[src/rtl/k_and_s_pkg.sv]
// Shared types for the K&S processor: the instruction classes that data_path
// decodes and control_unit sequences.
package k_and_s_pkg;

  typedef enum logic [3:0] {
    I_NOP    = 4'd0,
    I_LOAD   = 4'd1,
    I_STORE  = 4'd2,
    I_MOVE   = 4'd3,
    I_ADD    = 4'd4,
    I_SUB    = 4'd5,
    I_AND    = 4'd6,
    I_OR     = 4'd7,
    I_BRANCH = 4'd8,
    I_BZERO  = 4'd9,
    I_BNEG   = 4'd10,
    I_HALT   = 4'd11
  } decoded_instruction_type;

endpackage

[src/rtl/control_unit.sv]
// Multi-cycle fetch/decode/execute sequencer for the K&S processor. Drives the
// data_path strobes and selects, and counts retired instructions (saturating).
module control_unit
  import k_and_s_pkg::*;
#(
  parameter int CNT_W = 16
) (
  input  logic                    clk,
  input  logic                    rst,
  input  decoded_instruction_type decoded_instruction,
  input  logic                    zero_op,
  input  logic                    neg_op,
  input  logic                    unsigned_overflow,
  input  logic                    signed_overflow,
  input  logic                    ram_ready,
  output logic                    branch,
  output logic                    pc_enable,
  output logic                    ir_enable,
  output logic                    addr_sel,
  output logic                    c_sel,
  output logic [1:0]              operation,
  output logic                    write_reg_enable,
  output logic                    flags_reg_enable,
  output logic                    ram_write_enable,
  output logic                    halt,
  output logic [CNT_W-1:0]        instr_count
);

  typedef enum logic [2:0] {
    S_FETCH,
    S_DECODE,
    S_EXEC_LOAD,
    S_EXEC_STORE,
    S_EXEC_ALU,
    S_EXEC_BR,
    S_HALT
  } state_t;

  state_t state;
  state_t next_state;
  logic   retire;
  logic   taken;

  // Overflow flags are exported by data_path but no branch condition uses them.
  logic unused_flags;
  assign unused_flags = unsigned_overflow ^ signed_overflow;

  always_ff @(posedge clk) begin
    if (rst) begin
      state       <= S_FETCH;
      instr_count <= '0;
    end else begin
      state <= next_state;
      if (retire && (instr_count != '1))
        instr_count <= instr_count + {{(CNT_W-1){1'b0}}, 1'b1};
    end
  end

  always_comb begin
    taken = 1'b0;
    unique case (decoded_instruction)
      I_BRANCH: taken = 1'b1;
      I_BZERO:  taken = zero_op;
      I_BNEG:   taken = neg_op;
      default:  taken = 1'b0;
    endcase
  end

  // Strobes are forced low while rst is asserted so an interrupted access never writes.
  always_comb begin
    next_state       = state;
    retire           = 1'b0;
    branch           = 1'b0;
    pc_enable        = 1'b0;
    ir_enable        = 1'b0;
    addr_sel         = 1'b0;
    c_sel            = 1'b0;
    operation        = 2'b00;
    write_reg_enable = 1'b0;
    flags_reg_enable = 1'b0;
    ram_write_enable = 1'b0;
    halt             = (state == S_HALT);

    if (!rst) begin
      case (state)
        S_FETCH: begin
          if (ram_ready) begin
            ir_enable  = 1'b1;
            pc_enable  = 1'b1;
            next_state = S_DECODE;
          end
        end

        S_DECODE: begin
          case (decoded_instruction)
            I_HALT: begin
              next_state = S_HALT;
              retire     = 1'b1;
            end
            I_LOAD:  next_state = S_EXEC_LOAD;
            I_STORE: next_state = S_EXEC_STORE;
            I_MOVE, I_ADD, I_SUB, I_AND, I_OR:
              next_state = S_EXEC_ALU;
            I_BRANCH, I_BZERO, I_BNEG:
              next_state = S_EXEC_BR;
            default: begin
              next_state = S_FETCH;
              retire     = 1'b1;
            end
          endcase
        end

        S_EXEC_LOAD: begin
          addr_sel = 1'b1;
          c_sel    = 1'b1;
          if (ram_ready) begin
            write_reg_enable = 1'b1;
            retire           = 1'b1;
            next_state       = S_FETCH;
          end
        end

        S_EXEC_STORE: begin
          addr_sel = 1'b1;
          if (ram_ready) begin
            ram_write_enable = 1'b1;
            retire           = 1'b1;
            next_state       = S_FETCH;
          end
        end

        S_EXEC_ALU: begin
          write_reg_enable = 1'b1;
          retire           = 1'b1;
          next_state       = S_FETCH;
          // MOVE is computed as a|a and leaves the flags untouched.
          case (decoded_instruction)
            I_ADD: begin
              operation        = 2'b00;
              flags_reg_enable = 1'b1;
            end
            I_SUB: begin
              operation        = 2'b01;
              flags_reg_enable = 1'b1;
            end
            I_AND: begin
              operation        = 2'b10;
              flags_reg_enable = 1'b1;
            end
            I_OR: begin
              operation        = 2'b11;
              flags_reg_enable = 1'b1;
            end
            I_MOVE:  operation = 2'b11;
            default: operation = 2'b00;
          endcase
        end

        S_EXEC_BR: begin
          branch     = taken;
          pc_enable  = taken;
          retire     = 1'b1;
          next_state = S_FETCH;
        end

        S_HALT: next_state = S_HALT;

        default: next_state = S_FETCH;
      endcase
    end
  end

endmodule

[config.mk]
export PLATFORM = sky130hd
export DESIGN_NAME = control_unit
export DESIGN_NICKNAME = d
export VERILOG_FILES = /design/src/rtl/k_and_s_pkg.sv /design/src/rtl/control_unit.sv
export SDC_FILE = /design/constraint.sdc
export NUM_CORES = 1
export LEC_CHECK = 0
export CORE_MARGIN = 5
export CORE_UTILIZATION = 50
export DETAILED_ROUTE_END_ITERATION = 10
export PLACE_DENSITY = 0.95
export SYNTH_ARGS = -nofsm -noshare
export SYNTH_HDL_FRONTEND = slang
export SYNTH_SLANG_ARGS = --single-unit
[constraint.sdc]
create_clock -name clk -period 5.6 [get_ports clk]
set_clock_uncertainty 0.15 [all_clocks]
set_input_delay 1.68 -clock clk [delete_from_list [all_inputs] [get_ports clk]]
set_output_delay 1.68 -clock clk [all_outputs]
set_load 0.01 [all_outputs]
==> results.sh <==
export IMPL_dp_hpwl_um=2280
export IMPL_worst_slew_pin_slew_ns=0.507
export IMPL_cts_tree="yes"
export IMPL_seqPwrFrac_pct=55.2
export IMPL_holdWs_ns=0.377
export IMPL_synthXorXnorAreaFrac_pct=1.40
export IMPL_synth_top_area_share_pct=30.3
export IMPL_rrSetupSlack_ns=3.35
export IMPL_arrival_ns=3.44
export IMPL_synth_compound_area_share_pct=19.7
export IMPL_ys_types=42
export IMPL_finalInstanceArea_um2=1610
export IMPL_cts_resized=0
export IMPL_core_um2=2430
export IMPL_met3_usage_pct=3.67
export IMPL_power_mw=0.257
export IMPL_antenna_found_initial=0
export IMPL_yosys_area_top_type="dfxtp_1"
export IMPL_row_count=18
export IMPL_top_usage_layer="met2"
export IMPL_clock_latency_ns=0.32
export IMPL_setup_ws_ns=0.330
export IMPL_ios=38
export IMPL_post_dp_cell_area_um2=1580
export IMPL_p_comb_share_pct=16.4
export IMPL_start_util_pct=51.5
export IMPL_synthAdderAreaFrac_pct=0.998
export IMPL_io_buffers=35
export IMPL_routed_wl_um=3100
export IMPL_path_max_fanout=6
export IMPL_run_status="finished, final reports clean"
export IMPL_slew_headroom_pct=65.9
export IMPL_required_ns=3.77
export IMPL_synthToLayoutAreaGrowth_pct=28.3
export IMPL_synthSimpleGateAreaFrac_pct=34.0
export IMPL_slew_violations=0
export IMPL_yosys_top_cells_area="dfxtp_1 30%, buf_6 5.4%, a21oi_1 5.2%"
export IMPL_rsz0062_at_grt="false"
export IMPL_drtAntennaViolNets=0
export IMPL_dr_pass1_iters=5
export IMPL_hold_viol=0
export IMPL_async_reset_ff_share_pct=0
export IMPL_gp_congestion=0.806
export IMPL_min_from="instr_count[15]"
export IMPL_syn_inst=154
export IMPL_post_route_util_pct=66.2
export IMPL_cp_endpoint="operation[1]"
export IMPL_grt_overflow=0
export IMPL_numCtsBuffers=3
export IMPL_power_density_nw_per_um2=160
export IMPL_post_cts_buffers=0
export IMPL_drt_iter0_markers=52
export IMPL_p_clk_share_pct=28.4
export IMPL_dp_cells=211
export IMPL_synth_ff_type="dfxtp_1"
export IMPL_wire_per_inst_um=14.4
export IMPL_r2r_end="instr_count[12]"
export IMPL_fin_tns_setup_ns=0
export IMPL_start_kind="input pin"
export IMPL_syn_nets=166
export IMPL_synth_mux_area_share_pct=3.49
export IMPL_track_usage_pct=18.3
export IMPL_fmax_mhz=190
export IMPL_worstRegToRegCells=5
export IMPL_dieHeight_um=60.1
export IMPL_synth_seq_area_share_pct=30.3
export IMPL_p_int_mw=0.187
export IMPL_hold_class="reg2reg"
export IMPL_die_x_um=60.1
export IMPL_yosys_warnings=0
export IMPL_maxCapViolCount=0
export IMPL_switchingPower_mw=0.0704
export IMPL_cts_sink_count=19
export IMPL_vias=1268
export IMPL_die_area_um2=3610
export IMPL_path_class="in2out"
export IMPL_htree_levels=1
export IMPL_fin_crit_ns=5.27
export IMPL_synth_top_family_by_area="simple AND/OR/NAND/NOR gates"
export IMPL_final_cell_mix="35 x clkdlybuf4s50_1, 19 x dfxtp_1, 13 x nor2_1, 13 x a21oi_1, 9 x nand3_1"
export IMPL_globalRouteMet2Util_pct=31.0
export IMPL_timing_final_crit_share_pct=94.1
export IMPL_final_common_cell="clkdlybuf4s50_1"
export IMPL_antenna_cells=0
export IMPL_cts_root_buf="clkbuf_4"
export IMPL_vias_per_cell=5.90
export IMPL_cts_path_max_buffers=2
export IMPL_nFillCells=209
export IMPL_leakagePower_nw=0.547
export IMPL_endpoint_kind="output port"
export IMPL_path_clk_slew_ns=0.11
export IMPL_grt_use_met1_pct=21.4
export IMPL_place_ws_ns=0.334
export IMPL_timing_rr_start="state[2]"
export IMPL_avgSynthCellArea_um2=8.14
export IMPL_holdBufCountCts=0
export IMPL_nNetsFinal=198
export IMPL_setup_viol=0
export IMPL_fin_cells=215
export IMPL_drive_gt1_share_pct=10.3
export IMPL_synth_area_um2=1250
export IMPL_p_sw_share_pct=27.4
export IMPL_critPathLaunch="rst"
export IMPL_synth_edf_count=0
export IMPL_grt_max_degree=24
export IMPL_drc=0
export IMPL_grt_pass1_wl_um=5080
export IMPL_synth_seq_cells=19
export IMPL_ir_drop_mv=0.154
export IMPL_grt_pass1_vias=1156
worst max-delay path, cell delays in order:
cell and delay, ns:
clkdlybuf4s50_1 0.51, nor4_1 0.49, o211a_1 0.23, clkdlybuf4s50_1 0.53
flip-flops by register name, indices dropped and copies added, names as in the netlist:
signal       cells
instr_count     16
state            3
synth_stat cells, types with 2 or more instances:
cell / n
a211oi_1: 2
a21oi_1: 13
and4_1: 2
buf_2: 5
buf_6: 6
clkbuf_1: 3
dfxtp_1: 19
inv_1: 6
mux2_2: 3
nand2_1: 8
nand2b_1: 2
nand3_1: 9
nand3b_1: 2
nand4_1: 6
nor2_1: 13
nor2b_1: 5
nor3_1: 3
nor4_1: 4
o211a_1: 2
o21a_1: 3
o21ai_0: 4
o31ai_1: 6
or3_1: 2
or4_1: 8
final cells by class:
type | instances | area (um^2) | share of cell area, %
timing repair buffer | 41 | 395 | 24.6
clock buffer | 4 | 26.3 | 1.63
inverter | 6 | 22.5 | 1.40
tap | 30 | 37.5 | 2.33
multi-input combinational | 115 | 747 | 46.4
sequential | 19 | 380 | 23.6
layer usage:
layer,vias up,share of wire [%]
li1,635,-
met1,587,44
met2,41,47
met3,5,6.3
met4,0,2.1
met5,-,0
cell families after synthesis:
family          count (synthesis)
simple gates                   72
buf+inv                        20
xor+xnor                        2
mux                             4
flops                          19
compound gates                 36
fa+ha+maj                       1
worst min path at each step:
stage / slack [ns] / to / cells past startpoint
5_1_grt: 0.41 / instr_count[15] / 2
3_5_place_dp: 0.36 / instr_count[15] / 2
2_1_floorplan: 0.36 / instr_count[15] / 2
3_3_place_gp: 0.34 / instr_count[6] / 2
4_1_cts: 0.38 / instr_count[15] / 2
6_report: 0.38 / instr_count[15] / 2
power groups by stage:
stage	clock network (mW)	registers (mW)	logic, mW
2_1_floorplan	0	0.142	0.0301
3_3_place_gp	0	0.144	0.0405
3_5_place_dp	0	0.145	0.0420
4_1_cts	0.0743	0.142	0.0422
5_1_grt	0.0819	0.143	0.0462
6_report	0.0730	0.142	0.0420
No activity file was read; power rests on OpenSTA's default activity.
